**src/rtl/alu_issue_ctrl.sv**
```systemverilog
// Single-issue controller: fetches one instruction, reads the register file,
// drives an external combinational ALU and writes the result back.
module alu_issue_ctrl #(
  parameter int unsigned ZERO_REG = 1
) (
  input  logic        clk,
  input  logic        rst,
  input  logic [31:0] instr,
  input  logic        instr_valid,
  output logic        instr_ready,
  output logic [31:0] alu_in1,
  output logic [31:0] alu_in2,
  output logic [4:0]  alu_shamt,
  output logic [5:0]  alu_opcode,
  output logic [15:0] alu_constant,
  input  logic [31:0] alu_ans,
  output logic        done,
  output logic [31:0] result,
  output logic        err,
  input  logic [4:0]  dbg_addr,
  output logic [31:0] dbg_data
);

  typedef enum logic [1:0] {IDLE, DECODE, EXEC, WB} state_e;

  state_e      state_q, state_d;
  logic [31:0] instr_q, instr_d;
  logic [31:0] alu_in1_q, alu_in1_d;
  logic [31:0] alu_in2_q, alu_in2_d;
  logic [4:0]  alu_shamt_q, alu_shamt_d;
  logic [5:0]  alu_opcode_q, alu_opcode_d;
  logic [15:0] alu_constant_q, alu_constant_d;
  logic [4:0]  dest_q, dest_d;
  logic [31:0] ans_q, ans_d;
  logic [31:0] result_q, result_d;
  logic        done_q, done_d;
  logic        err_q, err_d;
  logic [31:0] rf_q [32];
  logic [31:0] rf_d [32];

  logic [5:0]  f_opcode;
  logic [4:0]  f_rs, f_rt, f_rd, f_shamt;
  logic [15:0] f_imm;
  logic [31:0] rs_val, rt_val;
  logic        r_type, legal;

  assign f_opcode = instr_q[31:26];
  assign f_rs     = instr_q[25:21];
  assign f_rt     = instr_q[20:16];
  assign f_rd     = instr_q[15:11];
  assign f_shamt  = instr_q[10:6];
  assign f_imm    = instr_q[15:0];
  assign r_type   = (f_opcode < 6'd6);
  assign legal    = (f_opcode < 6'd8);

  // Register 0 is never written when ZERO_REG is set; the read mask keeps it
  // hard-wired regardless of reset history.
  assign rs_val   = (ZERO_REG != 0 && f_rs == 5'd0) ? '0 : rf_q[f_rs];
  assign rt_val   = (ZERO_REG != 0 && f_rt == 5'd0) ? '0 : rf_q[f_rt];
  assign dbg_data = (ZERO_REG != 0 && dbg_addr == 5'd0) ? '0 : rf_q[dbg_addr];

  assign instr_ready  = (state_q == IDLE);
  assign alu_in1      = alu_in1_q;
  assign alu_in2      = alu_in2_q;
  assign alu_shamt    = alu_shamt_q;
  assign alu_opcode   = alu_opcode_q;
  assign alu_constant = alu_constant_q;
  assign done         = done_q;
  assign err          = err_q;
  assign result       = result_q;

  always_comb begin
    state_d        = state_q;
    instr_d        = instr_q;
    alu_in1_d      = alu_in1_q;
    alu_in2_d      = alu_in2_q;
    alu_shamt_d    = alu_shamt_q;
    alu_opcode_d   = alu_opcode_q;
    alu_constant_d = alu_constant_q;
    dest_d         = dest_q;
    ans_d          = ans_q;
    result_d       = result_q;
    done_d         = 1'b0;
    err_d          = 1'b0;
    rf_d           = rf_q;
    unique case (state_q)
      IDLE: begin
        if (instr_valid) begin
          instr_d = instr;
          state_d = DECODE;
        end
      end
      DECODE: begin
        if (!legal) begin
          done_d   = 1'b1;
          err_d    = 1'b1;
          result_d = '0;
          state_d  = IDLE;
        end else begin
          // The operand registers are the ALU outputs, so they only move on
          // entry to EXEC and hold everywhere else.
          alu_in1_d      = rs_val;
          alu_in2_d      = r_type ? rt_val : '0;
          alu_shamt_d    = f_shamt;
          alu_opcode_d   = f_opcode;
          alu_constant_d = f_imm;
          dest_d         = r_type ? f_rd : f_rt;
          state_d        = EXEC;
        end
      end
      EXEC: begin
        ans_d   = alu_ans;
        state_d = WB;
      end
      WB: begin
        if (!(ZERO_REG != 0 && dest_q == 5'd0)) rf_d[dest_q] = ans_q;
        result_d = ans_q;
        done_d   = 1'b1;
        state_d  = IDLE;
      end
      default: state_d = IDLE;
    endcase
  end

  always_ff @(posedge clk or posedge rst) begin
    if (rst) begin
      state_q        <= IDLE;
      instr_q        <= '0;
      alu_in1_q      <= '0;
      alu_in2_q      <= '0;
      alu_shamt_q    <= '0;
      alu_opcode_q   <= '0;
      alu_constant_q <= '0;
      dest_q         <= '0;
      ans_q          <= '0;
      result_q       <= '0;
      done_q         <= 1'b0;
      err_q          <= 1'b0;
      rf_q           <= '{default: '0};
    end else begin
      state_q        <= state_d;
      instr_q        <= instr_d;
      alu_in1_q      <= alu_in1_d;
      alu_in2_q      <= alu_in2_d;
      alu_shamt_q    <= alu_shamt_d;
      alu_opcode_q   <= alu_opcode_d;
      alu_constant_q <= alu_constant_d;
      dest_q         <= dest_d;
      ans_q          <= ans_d;
      result_q       <= result_d;
      done_q         <= done_d;
      err_q          <= err_d;
      rf_q           <= rf_d;
    end
  end

endmodule

```
**config.mk**
```make
export PLATFORM = sky130hd
export DESIGN_NAME = alu_issue_ctrl
export DESIGN_NICKNAME = d
export VERILOG_FILES = /design/src/rtl/alu_issue_ctrl.sv
export SDC_FILE = /design/constraint.sdc
export NUM_CORES = 2
export LEC_CHECK = 0
export CORE_ASPECT_RATIO = 1.75
export CORE_UTILIZATION = 25
export CTS_CLUSTER_SIZE = 8
export DETAILED_ROUTE_END_ITERATION = 7
export GPL_TIMING_DRIVEN = 0
export PLACE_DENSITY = 0.48
export RECOVER_POWER = 50
export SETUP_SLACK_MARGIN = 0.2
export SLEW_MARGIN = 10
export SYNTH_ARGS = -nofsm -noshare
export SYNTH_HDL_FRONTEND = slang
export SYNTH_SLANG_ARGS = --single-unit
```
**constraint.sdc**
```tcl
create_clock -name clk -period 93.1 [get_ports clk]
set_clock_uncertainty 0.1 [all_clocks]
set_input_delay 9.31 -clock clk [delete_from_list [all_inputs] [get_ports clk]]
set_output_delay 9.31 -clock clk [all_outputs]
set_load 0.005 [all_outputs]
```
* Yosys cells after proc, flatten, opt, wreduce, memory -nomap -nowiden
Index checks and enable logic that the tools add are counted.
** Cells by class
- Order comparisons :: 7
- Equal/unequal tests :: 5
- Mux-type cells :: 25
- Bitwise gates (word level) :: 5
- Reduce and logical (&&, ||, !) cells :: 11
** Operators by type and width (number)
- 1024-bit bitwise mux :: 1
- 32-bit binary-select mux with 5-bit select :: 3
- 32-bit two-way mux :: 12
- 32-bit demux with 5-bit select :: 1
- 32-bit one-hot mux with 2 select lines :: 1
- 6-bit >= comparator, second input constant :: 4
- 5-bit inverter with 6-bit output :: 4
- 5-bit zero test :: 4
- 2-bit one-hot mux with 4 select lines :: 1
- 2-bit AND reduction :: 4
- 6-bit by 1-bit < comparator with 1-bit output, second input constant :: 1
- 6-bit by 3-bit < comparator with 1-bit output, second input constant :: 1
- 6-bit by 4-bit < comparator with 1-bit output, second input constant :: 1
- 5-bit two-way mux :: 1
- 2-bit == test, second input constant :: 2
- 2-bit two-way mux :: 2
- 2-bit != test, second input constant :: 2
- 2-bit by 1-bit == test with 1-bit output, second input constant :: 1
- 2-bit zero test :: 1
- 1-bit two-way mux :: 2
- 1-bit one-hot mux with 2 select lines :: 1
- 2-bit nonzero test :: 1
- 1-bit logical AND :: 1
- 1-bit inverter :: 1
** Word-level totals
- Flip-flop bits (word level) :: 1220
- Input bits :: 72

* Logic depth before layout (Yosys ltp)
- Word-level depth :: 6
- Depth in mapped cells :: 8
- Gate-level depth less buffers :: 5

* Worst setup path before layout
OpenSTA, ideal clock, no wires.
- Path type :: in2out
- From :: input dbg_addr[1]
- To :: output dbg_data[15]
- Arrival :: 10.948 ns
- Required time :: 83.690 ns
- Path slack :: 72.742 ns
- Stages :: 7
- Path through :: buf_2 -> clkbuf_1 -> buf_1 -> mux4_2 -> mux4_2 -> nand2_1 -> o21ai_1
** Between the ends
- Longest elaborated chain between the ends :: 5
** RTL lines
- from (decl) :: RTL line 20 : input logic [4:0] dbg_addr,
- 5-bit inverter with 6-bit output (implied by the code) :: RTL line 60 : assign dbg_data = (ZERO_REG != 0 && dbg_addr == 5'd0) ? '0 : rf_q[dbg_addr];
- 32-bit binary-select mux with 5-bit select :: RTL line 60
- 32-bit two-way mux (implied by the code) (2 in series) :: RTL line 60
- 32-bit two-way mux (*) :: RTL line 60
- to (decl) :: RTL line 21 : output logic [31:0] dbg_data
Every way passes the cells marked *; elsewhere a longest branch is shown, timed or not. The select of a mux whose other input is x is not followed.

* Final worst setup path
- From :: input dbg_addr[3]
- To :: output dbg_data[17]
The elaborated chain is that of the path after synthesis.

==> results.cfg <==
[status]
outcome = finished, violations left
violations = capacitance limit, slew limit

[setup_path]
cell_breakdown_of_the_critical_path = clkdlybuf4s50_1, clkbuf_1, clkbuf_1, mux4_2, inv_1, o21ai_1, clkdlybuf4s50_1
rr_startpoint = instr_q[28]
timing_worst_setup_path_type = input pin to primary output
critPathLaunch = dbg_addr[3]
timing.reg2reg.setup_slack_ns = 85.77
r2r-end = alu_in2[21]
worstSetupPathDepth = 7
endpoint = dbg_data[17]
endpoint_kind = primary output
worst_path_max_delay_cell = sky130_fd_sc_hd__clkbuf_1
r2r_depth = 6
data_required_time_of_the_critical_path_ns = 83.69
timing.critical_path.slowest_cell_delay_ns = 1.01
critical_path.top_delay_family = buffers and inverters
crit_buf_inv = 5
worst-endpoint-arrival_ns = 13.53
crit_path_start_kind = input pin
path_max_fanout = 10

[flow_run]
number_of_maximum_capacitance_violations = 51

[timing]
fmax_mhz = 43.6
slew-limit-headroom_pct = -322
final_worst_path_period_share_pct = 24.6
grt_setup_unrepaired = false
hold_viol = 0
report.final.slew_viol_count = 781
period_needed_ns = 22.94
final.hold.worst_slack_ns = 0.342
setup_tns_ns = 0
setup_viol_count_final = 0
worst_slew_pin_slew_ns = 6.33

[route]
wirelength_mm = 355
dr.pass1.iters = 6
drc = 0
drtIter0Drc = 5066
ant_nets = 0
detail_route.vias_per_cell = 5.81
routed-via-count = 50000
wl_per_cell_um = 41.3

[clocking]
worst_skew_pair.late_latency_ns = 0.86
post_cts.resized_instances = 0
path_clk_slew_ns = 0.05
post_cts.repair.setup_buffers = 0
ctsHtreeMaxLevel = 4
cts_num_sinks = 1215
cts.root.buffer_cell = sky130_fd_sc_hd__clkbuf_16
ctsLongestPathBuffers = 4
cts_made_buffers = 177
cts-hold-fix-buffers = 0
tritoncts = yes

[placement]
last_weighted_congestion_value_of_the_routability_driven_placer = 0.951
place.detailed.instances = 8413
port_buffers = 226
post-dp-hpwl_mm = 251

[floorplanning]
die-area_um2 = 280000
row_count = 255
floorplan.initialDensity_pct = 25.2
floorplan.core_area_um2 = 276000
die-width_um = 400
die_outline_height_um = 699
pin_count = 230

[power]
peak_ir_drop_on_the_vdd_network_mv = 0.0248
power_density_nw_per_um2 = 29.7
power.static_leakage_nw = 34.8

[global_route]
grt_util_all_layers_pct = 25.0
grt_overflow = 0
first_pass_grt_wire_length_mm = 475
grt_pass1_vias = 52900
grt_max_degree = 113
grt_antenna_before_repair = 14

[cells_and_area]
layout_commonest_cell = sky130_fd_sc_hd__dfrtp_1
area_delta_synth_final_pct = 16.7
highest_count_cells_in_the_layout_ignoring_fill_and_taps = 1,215 x sky130_fd_sc_hd__dfrtp_1, 1,172 x sky130_fd_sc_hd__mux2_2, 768 x sky130_fd_sc_hd__mux4_2, 304 x sky130_fd_sc_hd__clkbuf_1, 192 x sky130_fd_sc_hd__clkdlybuf4s50_1
layoutNonFillerInstCount = 8603
final_core_utilization_pct = 29.4
fillers = 28000
finalNetCount = 5068
share_of_post_route_cells_with_drive_strength_above_1_pct = 47.2

[synth]
synthFlopType = sky130_fd_sc_hd__dfrtp_1
netlist-cell-type-count = 40
synth-compound-area-share_pct = 3.70
yosys.area_share.simple_pct = 1.83
synth_top_family_by_area = multiplexers
synth.cell_area_um2 = 69400
synth_fa_ha_area_share_pct = 0
synth-edff-count = 0
synthesized_instance_count = 4570
synthesis.nets = 4642
seq_area_frac_synth_pct = 43.8
ys_seq_elements = 1215
yosys.area.top_type_share_pct = 43.8
yosys-top-cells-area = sky130_fd_sc_hd__dfrtp_1 44%, sky130_fd_sc_hd__mux4_2 25%, sky130_fd_sc_hd__mux2_2 19%
yosysTopAreaCell = sky130_fd_sc_hd__dfrtp_1
post_synth_xor_area_fraction_pct = 0
yosys-mux-area-fraction_pct = 46.8
avgSynthCellArea_um2 = 15.2
synth_async_sr_flop_share_pct = 100
yosysWarningCount = 0

[hold_path]
worst_hold_path_type = register to register
[cell type report]
type / count / area, um2 / share of cell area (%)
antenna: 3 / 7.51 / 0.00927
clock buffer: 179 / 4460 / 5.51
timing repair buffer: 247 / 2670 / 3.29
clock inverter: 6 / 60.1 / 0.0742
tap: 3598 / 4500 / 5.56
multi-input combinational: 2793 / 36300 / 44.8
inverter: 36 / 136 / 0.168
buffer: 526 / 2460 / 3.04
sequential: 1215 / 30400 / 37.5
[worst register-to-register path, stage by stage (launching register included)]
cell and delay (ns):
sky130_fd_sc_hd__dfrtp_1 0.42, sky130_fd_sc_hd__a2111oi_0 3.27, sky130_fd_sc_hd__and3_1 0.43, sky130_fd_sc_hd__clkbuf_1 0.66, sky130_fd_sc_hd__clkbuf_1 1.59, sky130_fd_sc_hd__a211oi_1 0.43, sky130_fd_sc_hd__o21ai_0 0.33
[how the worst min path moves through the flow]
stage / depth (start not counted) / slack [ns] / to / startpoint
3_5_place_dp: 2 / 0.36 / alu_constant[10] / instr_q[10]
2_1_floorplan: 2 / 0.33 / alu_constant[0] / instr_q[0]
6_report: 2 / 0.34 / alu_constant[1] / instr_q[1]
5_1_grt: 2 / 0.38 / alu_constant[1] / instr_q[1]
4_1_cts: 2 / 0.35 / alu_constant[1] / instr_q[1]
3_3_place_gp: 2 / 0.35 / alu_constant[5] / instr_q[5]
[layer usage]
| layer | share of wire [%] | routed length [um] | vias up | global-route usage (%) |
|---|---|---|---|---|
| met5 | 0 | 0 | - | 0 |
| met4 | 11 | 39000 | 0 | 22.7 |
| li1 | - | - | 18700 | - |
| met2 | 48 | 172000 | 2914 | 42.2 |
| met1 | 33 | 118000 | 27000 | 26.0 |
| met3 | 7.3 | 25800 | 1333 | 5.82 |
[sequential cells by signal (all words and copies together), names as in the netlist, 4 cells and up, named ones only]
| name | cells |
|---|---|
| alu_opcode | 6 |
| alu_constant | 12 |
| instr_q | 32 |
| result | 32 |
| ans_q | 32 |
| alu_in2 | 32 |
| dest_q | 5 |
| alu_shamt | 4 |
| alu_in1 | 32 |
| rf_q | 1024 |
[power breakdown]
part | switching (W) | internal [W] | leakage, nW
clock network | 0.000253 | 0.000335 | 2.22
logic | 0.000678 | 0.000385 | 15.9
registers | 0.000121 | 0.000632 | 16.7
[logic make-up (layout without fill, tap and decap cells)]
| kind of cell | count (synthesis) | count (layout) |
|---|---|---|
| buffers and inverters | 562 | 994 |
| AND/OR/NAND/NOR | 289 | 289 |
| multiplexers | 2139 | 2139 |
| AO/OA/AOI/OAI | 365 | 365 |
| flip-flops | 1215 | 1215 |
| other | 0 | 3 |
[cells in the mapped netlist, drive strengths merged, types with 5 or more instances]
library cell,n
dfrtp,1215
mux2,1182
mux4,768
buf,272
clkbuf,254
mux2i,189
nand2,179
o21ai,101
o22ai,99
a211oi,63
nor2,57
inv,36
a22o,33
a222oi,32
a211o,31
nor2b,10
and2,7
nor3,7
nand2b,5
[metrics by stage]
step | power (W) | instance area (um2) | setup slack, ns
2_1_floorplan | 0.00126 | 69400 | 49.46
3_3_place_gp | 0.00179 | 76100 | 33.05
3_5_place_dp | 0.00180 | 76700 | 70.33
4_1_cts | 0.00239 | 81200 | 70.32
5_1_grt | 0.00245 | 81000 | 70.36
6_report | 0.00240 | 81000 | 70.16
(Power assumes the default switching activity.)
